**config.mk**
```make
export PLATFORM = sky130hd
export DESIGN_NAME = fault_tolerant_control
export DESIGN_NICKNAME = d
export VERILOG_FILES = /design/src/rtl/ftc_pkg.sv /design/src/rtl/ftc_retry_counter.sv /design/src/rtl/fault_tolerant_control.sv
export SDC_FILE = /design/constraint.sdc
export NUM_CORES = 1
export LEC_CHECK = 0
export CAP_MARGIN = 15
export CORE_MARGIN = 8
export CORE_UTILIZATION = 26
export CTS_CLUSTER_DIAMETER = 30
export DETAILED_ROUTE_END_ITERATION = 16
export HOLD_SLACK_MARGIN = 0.05
export PLACE_DENSITY_LB_ADDON = 0.2
export REMOVE_ABC_BUFFERS = 1
export SLEW_MARGIN = 20
export SYNTH_ARGS = -nofsm -noshare
export SYNTH_HDL_FRONTEND = slang
export SYNTH_SLANG_ARGS = --single-unit
```
**constraint.sdc**
```tcl
create_clock -name clk -period 3 [get_ports clk]
set_input_delay 0.45 -clock clk [delete_from_list [all_inputs] [get_ports clk]]
set_output_delay 0.45 -clock clk [all_outputs]
set_load 0.01 [all_outputs]
```
**src/rtl/ftc_pkg.sv**
```systemverilog
// ---------------------------------------------------------------------------
// ftc_pkg
// Shared types and constants for the fault_tolerant_control block.
//   ftc_state_e            : controller state (NORMAL / RETRY / SAFE)
//   FTC_MAX_RETRY_DEFAULT  : default number of faulted RETRY cycles allowed
// ---------------------------------------------------------------------------
package ftc_pkg;

    typedef enum logic [1:0] {
        NORMAL = 2'd0,
        RETRY  = 2'd1,
        SAFE   = 2'd2
    } ftc_state_e;

    localparam int FTC_MAX_RETRY_DEFAULT = 3;

endpackage : ftc_pkg

```
**src/rtl/ftc_retry_counter.sv**
```systemverilog
// ---------------------------------------------------------------------------
// ftc_retry_counter
// Saturating retry counter with synchronous clear.
//   clk         : rising-edge clock
//   srst        : synchronous active-high reset (count -> 0)
//   clr         : clear count to 0 (wins over inc)
//   inc         : increment, holds once the terminal value is reached
//   at_terminal : count currently equals TERMINAL
// ---------------------------------------------------------------------------
module ftc_retry_counter #(
    parameter int CNT_W    = 2,
    parameter int TERMINAL = 2
) (
    input  logic clk,
    input  logic srst,
    input  logic clr,
    input  logic inc,
    output logic at_terminal
);

    localparam logic [CNT_W-1:0] TERM_VAL = CNT_W'(TERMINAL);

    logic [CNT_W-1:0] cnt_reg;
    logic [CNT_W-1:0] cnt_next;

    assign at_terminal = (cnt_reg == TERM_VAL);

    always_comb begin
        cnt_next = cnt_reg;
        if (clr) begin
            cnt_next = '0;
        end else if (inc && !at_terminal) begin
            cnt_next = cnt_reg + 1'b1;
        end
    end

    always_ff @(posedge clk) begin
        if (srst) begin
            cnt_reg <= '0;
        end else begin
            cnt_reg <= cnt_next;
        end
    end

endmodule : ftc_retry_counter

```
**src/rtl/fault_tolerant_control.sv**
```systemverilog
// ---------------------------------------------------------------------------
// fault_tolerant_control
// Gates the architectural write enables of the core on decode faults.
// Transient faults (illegal opcode / invalid control) squash the instruction
// and replay from pc_saved for a bounded number of cycles; a stuck-at fault
// or an exhausted retry budget latches SAFE (all writes off, NOP inserted)
// until reset.
//
// Ports
//   clk, reset                       : clock, synchronous active-high reset
//   illegal_opcode, invalid_control  : transient fault flags
//   stuck_at_fault                   : permanent fault flag (highest priority)
//   pc/reg/mem_write_normal          : enables from the normal control path
//   pc_current                       : normally computed next PC
//   pc_saved                         : replay target PC
//   pc/reg/mem_write_out             : gated enables
//   pc_next                          : PC to load
//   insert_nop                       : squash current instruction
//   retry_en                         : replay from pc_saved this cycle
// Outputs are combinational from registered state and current inputs.
// ---------------------------------------------------------------------------
module fault_tolerant_control
    import ftc_pkg::*;
#(
    parameter int MAX_RETRY = FTC_MAX_RETRY_DEFAULT,
    parameter int CNT_W     = 2
) (
    input  logic        clk,
    input  logic        reset,
    input  logic        illegal_opcode,
    input  logic        invalid_control,
    input  logic        stuck_at_fault,
    input  logic        pc_write_normal,
    input  logic        reg_write_normal,
    input  logic        mem_write_normal,
    input  logic [31:0] pc_current,
    input  logic [31:0] pc_saved,
    output logic        pc_write_out,
    output logic        reg_write_out,
    output logic        mem_write_out,
    output logic [31:0] pc_next,
    output logic        insert_nop,
    output logic        retry_en
);

    ftc_state_e state_reg;
    ftc_state_e state_next;

    logic tf;
    logic cnt_inc;
    logic cnt_clr;
    logic cnt_at_terminal;

    assign tf = illegal_opcode | invalid_control;

    // The count only advances on consecutive faulted RETRY cycles; any other
    // cycle (entering RETRY, leaving it, SAFE) restarts it from zero.
    assign cnt_inc = (state_reg == RETRY) && tf && !stuck_at_fault;
    assign cnt_clr = !cnt_inc;

    ftc_retry_counter #(
        .CNT_W    (CNT_W),
        .TERMINAL (MAX_RETRY - 1)
    ) u_retry_counter (
        .clk         (clk),
        .srst        (reset),
        .clr         (cnt_clr),
        .inc         (cnt_inc),
        .at_terminal (cnt_at_terminal)
    );

    // ------------------------------------------------------------------
    // State register
    // ------------------------------------------------------------------
    always_ff @(posedge clk) begin
        if (reset) begin
            state_reg <= NORMAL;
        end else begin
            state_reg <= state_next;
        end
    end

    // ------------------------------------------------------------------
    // Next-state logic
    // ------------------------------------------------------------------
    always_comb begin
        state_next = state_reg;
        if (stuck_at_fault) begin
            state_next = SAFE;
        end else begin
            unique case (state_reg)
                NORMAL:  state_next = tf ? RETRY : NORMAL;
                RETRY: begin
                    if (!tf) begin
                        state_next = NORMAL;
                    end else if (cnt_at_terminal) begin
                        state_next = SAFE;
                    end else begin
                        state_next = RETRY;
                    end
                end
                SAFE:    state_next = SAFE;
                default: state_next = SAFE;
            endcase
        end
    end

    // ------------------------------------------------------------------
    // Output decoder
    // ------------------------------------------------------------------
    logic       pass_mode;
    logic       retry_mode;
    logic       safe_mode;
    logic [2:0] normal_we;
    logic [2:0] gated_we;

    assign safe_mode  = !reset && ((state_reg == SAFE) || stuck_at_fault);
    assign retry_mode = !reset && !safe_mode && tf;
    assign pass_mode  = !reset && !safe_mode && !tf;

    assign normal_we = {mem_write_normal, reg_write_normal, pc_write_normal};

    // Normal enables reach the core only in pass-through.
    generate
        for (genvar gi = 0; gi < 3; gi++) begin : g_we_gate
            assign gated_we[gi] = pass_mode & normal_we[gi];
        end
    endgenerate

    always_comb begin
        pc_write_out  = gated_we[0];
        reg_write_out = gated_we[1];
        mem_write_out = gated_we[2];
        pc_next       = pc_current;
        insert_nop    = 1'b0;
        retry_en      = 1'b0;
        if (safe_mode) begin
            insert_nop = 1'b1;
        end else if (retry_mode) begin
            // Replay forces the PC write so the saved PC is reloaded.
            pc_write_out = 1'b1;
            pc_next      = pc_saved;
            insert_nop   = 1'b1;
            retry_en     = 1'b1;
        end
    end

endmodule : fault_tolerant_control

```
# ---- Yosys cells after proc, flatten, opt, wreduce, memory -nomap -nowiden
# Index checks and enable logic that the tools add are counted.
dict set report op_classes {
  add_sub_neg 1
  eq_ne 3
  n_mux 12
  n_bitwise 5
  reduce_logical 16
}
# cell count
set op_table {}
lappend op_table {{two-way mux 32 bit} 2}
lappend op_table {{logical AND 1 bit} 7}
lappend op_table {{two-way mux 1 bit} 6}
lappend op_table {{two-way mux 2 bit} 3}
lappend op_table {{zero test 1 bit} 5}
lappend op_table {{== test 2 bit (second input constant)} 2}
lappend op_table {{one-hot mux 2 bit (2 select lines)} 1}
lappend op_table {{OR reduction 2 bit} 2}
lappend op_table {{AND 1 bit} 3}
lappend op_table {{adder 2 x 1 -> 2 bit (second input constant)} 1}
lappend op_table {{== test 2 x 1 -> 1 bit (second input constant)} 1}
lappend op_table {{zero test 2 bit} 1}
lappend op_table {{logical OR 1 bit} 1}
lappend op_table {{NOT 1 bit} 1}
lappend op_table {{OR 1 bit} 1}
dict set report word_totals {
  ff_bits 4
  input_bits 72
  out_inout_bits 37
  word_cells 40
}

# ---- Logic depth before layout (Yosys ltp)
dict set report depth {
  ltp_word 9
  ltp_mapped 6
  depth_no_buf 5
}

# ---- Hierarchy
# A second synthesis with hierarchy kept.
dict set report unflattened {
  cells_unflattened 64
  hier_area_um2 762.0
}
# mod instances cells_each area_each_um2 seq_area_each_um2
set by_module_without_submodules {}
lappend by_module_without_submodules {fault_tolerant_control 1 55 656.9 40.0}
lappend by_module_without_submodules {ftc_retry_counter 1 9 105.1 40.0}

# ---- Least setup slack after synthesis
# No wires, ideal clock.
dict set report synth_path {
  path_kind {input -> output}
  from {input port invalid_control}
  to {output port pc_next[10]}
  t_arrival_ps 1379
  t_required_ps 2550
  setup_slack_ps 1171
  stages 5
  n_path_buf 2
  cell_sequence {or2_1 buf_6 nand3_4 buf_12 mux2_4}
}
dict set report synth_between {
  elab_chain_cells 4
}
# element line
set synth_rtl {}
lappend synth_rtl {{start, declared} fault_tolerant_control.sv:31} ;# input logic invalid_control,
lappend synth_rtl {{OR 1 bit} fault_tolerant_control.sv:54} ;# assign tf = illegal_opcode | invalid_control;
lappend synth_rtl {{logical AND 1 bit} fault_tolerant_control.sv:118} ;# assign retry_mode = !reset && !safe_mode && tf;
lappend synth_rtl {{two-way mux 32 bit} fault_tolerant_control.sv:139} ;# end else if (retry_mode) begin
lappend synth_rtl {{two-way mux 32 bit} fault_tolerant_control.sv:137} ;# if (safe_mode) begin
lappend synth_rtl {{end, declared} fault_tolerant_control.sv:41} ;# output logic [31:0] pc_next,
# Every way passes these cells.

# ---- Final worst setup path
dict set report layout_path {
  from {input port invalid_control}
  to {output port pc_next[21]}
}
# The elaborated chain is that of the path after synthesis.

==> flow_summary_export.csv <==
group,metric,value,unit
synthesis,synth_cell_types,23,
cells_and_area,final_cell_count_no_fill,207,
clock_network,hold_buffers,0,
cells_and_area,nets,249,
setup_path,slowest_stage,"clkdlybuf4s50_1",
power_and_ir_drop,p_comb_share,68.8,%
detailed_routing,totalWireLength,3940,um
place,gp_congestion,0.753,
floorplanning,die_w,71.1,um
global_routing,grt_pass1_wl,5600,um
floorplanning,die_h,71.1,um
place,placedCellCount,204,
detailed_routing,wl_per_cell,19.0,um
sta,timing.final.crit_period,2.81,ns
global_routing,antenna_found_initial,0,
power_and_ir_drop,switchingPower,0.103,mW
place,io_buffers,108,
setup_path,crit_arrival,2.36,ns
setup_path,cp_max_fo,14,
setup_path,critPathTopFamily,"buffers and inverters",
sta,clock_skew,0.00824,ns
clock_network,cts_root_buffer,"clkbuf_4",
power_and_ir_drop,p_sw_share,25.6,%
floorplanning,io_pins,109,
setup_path,worst_ep_required_time,2.55,ns
global_routing,grt_pass1_vias,910,
power_and_ir_drop,pwr-share-clk,16.9,%
run,drv_cap,0,
sta,hold_violations,0,
global_routing,grt_max_degree,15,
clock_network,cts-buffers-inserted,3,
sta,tightest_slew,0.331,ns
cells_and_area,syn_to_final_growth,141,%
sta,relSlewSlack,77.8,%
sta,drv_slew,0,
cells_and_area,fillers,251,
clock_network,ctsResizeCount,0,
hold_path,hold_class,"flip-flop to flip-flop",
cells_and_area,drive_gt1_share,24.1,%
power_and_ir_drop,vdd_drop_max,216,uV
floorplanning,start_util,26.5,%
synthesis,synth_area,788,um2
clock_network,cts_buffer_depth,2,
power_and_ir_drop,p_int,0.299,mW
synthesis,ys_seq_area_share,10.2,%
setup_path,path_common_cell,"clkdlybuf4s50_1",
outcome,status,"finished, final reports clean",
clock_network,clkLatencyLatePin,0.24,ns
synthesis,syn_avg_cell_area,12.1,um2
synthesis,syn_inst,65,
synthesis,yosys_warnings,0,
clock_network,path_clk_slew,0.04,ns
place,dpl.hpwl,3550,um
sta,fmax,0.356,GHz
cells_and_area,design_area,1900,um2
clock_network,cts_tree,"done",
cells_and_area,seq_area,80.1,um2
detailed_routing,drt-initial-drc-count,25,
power_and_ir_drop,p_leak,0.846,nW
setup_path,rrSetupSlack,1.90,ns
setup_path,path_cells,"clkdlybuf4s50_1 > or2_1 > nand3_4 > buf_12 > mux2_4 > clkdlybuf4s50_1",
setup_path,crit_type,"primary input to output pin",
cells_and_area,antenna_cells,0,
clock_network,postCtsSetupRepairBufs,0,
detailed_routing,first_pass_iters,6,
sta,tns,0,ns
sta,finalCritPeriodShare,93.8,%
floorplanning,core,2980,um2
synthesis,ys_ff_latch,4,
detailed_routing,ant_nets,0,
power_and_ir_drop,power.density,211,nW/um2
detailed_routing,drcViolationCount,0,
sta,rsz0062_at_grt,"no",
floorplanning,row_count,20,
sta,setup_viol,0,
detailed_routing,vias,938,
setup_path,cp-start-kind,"primary input",
setup_path,slowest_delay,0.50,ns
global_routing,track_usage,14.2,%
floorplanning,die_area,5050,um2
clock_network,cts.sinks,4,
setup_path,cp_num_buf_inv,3,
power_and_ir_drop,seqPwrFrac,14.3,%
detailed_routing,drt-vias-per-instance,4.53,
setup_path,end_kind,"output pin",
clock_network,htree_levels,1,
global_routing,gr-total-overflow,0,
cells_and_area,multi_input_area,629,um2
place,placed_area,1880,um2
==> through the flow <==
step | setup WS [ns] | utilization, % | hold slack (ns) | total power [mW]
finish | 0.187 | 63.9 | 0.512 | 0.402
global route | 0.139 | 63.9 | 0.539 | 0.420
CTS | 0.189 | 63.9 | 0.503 | 0.406
detailed placement | 0.193 | 63.1 | 0.496 | 0.337
global placement | 0.215 | 63.1 | 0.471 | 0.333
floorplan | 1.00 | - | 0.459 | 0.156
==> cell type report <==
cell class	count	share of cell area, %
Clock buffer	3	1.18
Sequential cell	4	4.21
Multi-Input combinational cell	55	33.1
Tap cell	33	2.17
Timing Repair Buffer	110	58.9
Inverter	2	0.395
==> layout by cell type (no fill, tap or decap) <==
cell type,n
buf_12,2
nor3_1,2
a21oi_1,1
nand2b_2,1
clkdlybuf4s50_1,108
mux2_2,3
nand2_1,1
or2_1,1
nand3_4,1
and3_1,2
mux2_4,29
a21o_1,1
clkbuf_4,3
ha_1,1
inv_1,1
and2b_2,1
nor2_1,6
a311oi_1,1
xor2_1,1
dfxtp_1,4
nand4b_1,1
inv_2,1
a211oi_1,1
nor2_4,1
==> cells by family after synthesis <==
kind of cell,after synthesis,synth area share [%]
AO/OA/AOI/OAI,4,3.65
flip-flops,4,10.2
adder cells (fa/ha/maj),1,1.59
XOR/XNOR,1,1.11
multiplexers,32,59.5
AND/OR/NAND/NOR,17,14.0
buffers and inverters,6,10.0
==> power by group through the flow <==
stage | clock (mW) | combinational [mW] | sequential [mW]
detailed placement | 0 | 0.279 | 0.0582
floorplan | 0 | 0.0988 | 0.0577
CTS | 0.0692 | 0.279 | 0.0574
finish | 0.0678 | 0.277 | 0.0575
global placement | 0 | 0.275 | 0.0579
global route | 0.0716 | 0.290 | 0.0578
==> cells in the mapped netlist <==
cell type / n / share of area [%]
a311oi_1: 1 / 1.1
nand2_1: 1 / 0.48
nand3_4: 1 / 2.2
a21oi_1: 1 / 0.63
nand4b_1: 1 / 1.1
or2_1: 1 / 0.79
buf_12: 3 / 7.6
and2b_2: 1 / 1.1
inv_2: 1 / 0.48
mux2_4: 29 / 55
nor2_4: 1 / 1.4
and3_1: 2 / 1.6
ha_1: 1 / 1.6
inv_1: 1 / 0.48
buf_6: 1 / 1.4
nand2b_2: 1 / 1.1
mux2_2: 3 / 4.3
nor3_1: 2 / 1.3
a211oi_1: 1 / 0.95
xor2_1: 1 / 1.1
dfxtp_1: 4 / 10
nor2_1: 6 / 2.9
a21o_1: 1 / 0.95
==> final timing paths <==
kind	depth (start not counted)	from	to
worst max register to register	4	u_retry_counter.cnt_reg[0]$_SDFFE_PP0P_	state_reg[1]$_SDFF_PP0_
worst min register to register	1	state_reg[1]$_SDFF_PP0_	state_reg[0]$_SDFF_PP0_
worst min-delay path	1	state_reg[1]$_SDFF_PP0_	state_reg[0]$_SDFF_PP0_
worst max-delay path	6	invalid_control	pc_next[21]
==> worst reg2reg max path: stages (launching register included) <==
cell      delay, ns
dfxtp_1        0.34
inv_1          0.05
ha_1           0.25
a311oi_1       0.30
nor2_1         0.06
==> routing by layer <==
layer | track usage, % | wire length, um
met1 | 15.1 | 1510
met3 | 7.49 | 491
met5 | 0 | 0
met4 | 0.693 | 0
met2 | 25.1 | 1930
(Power assumes the default switching activity.)
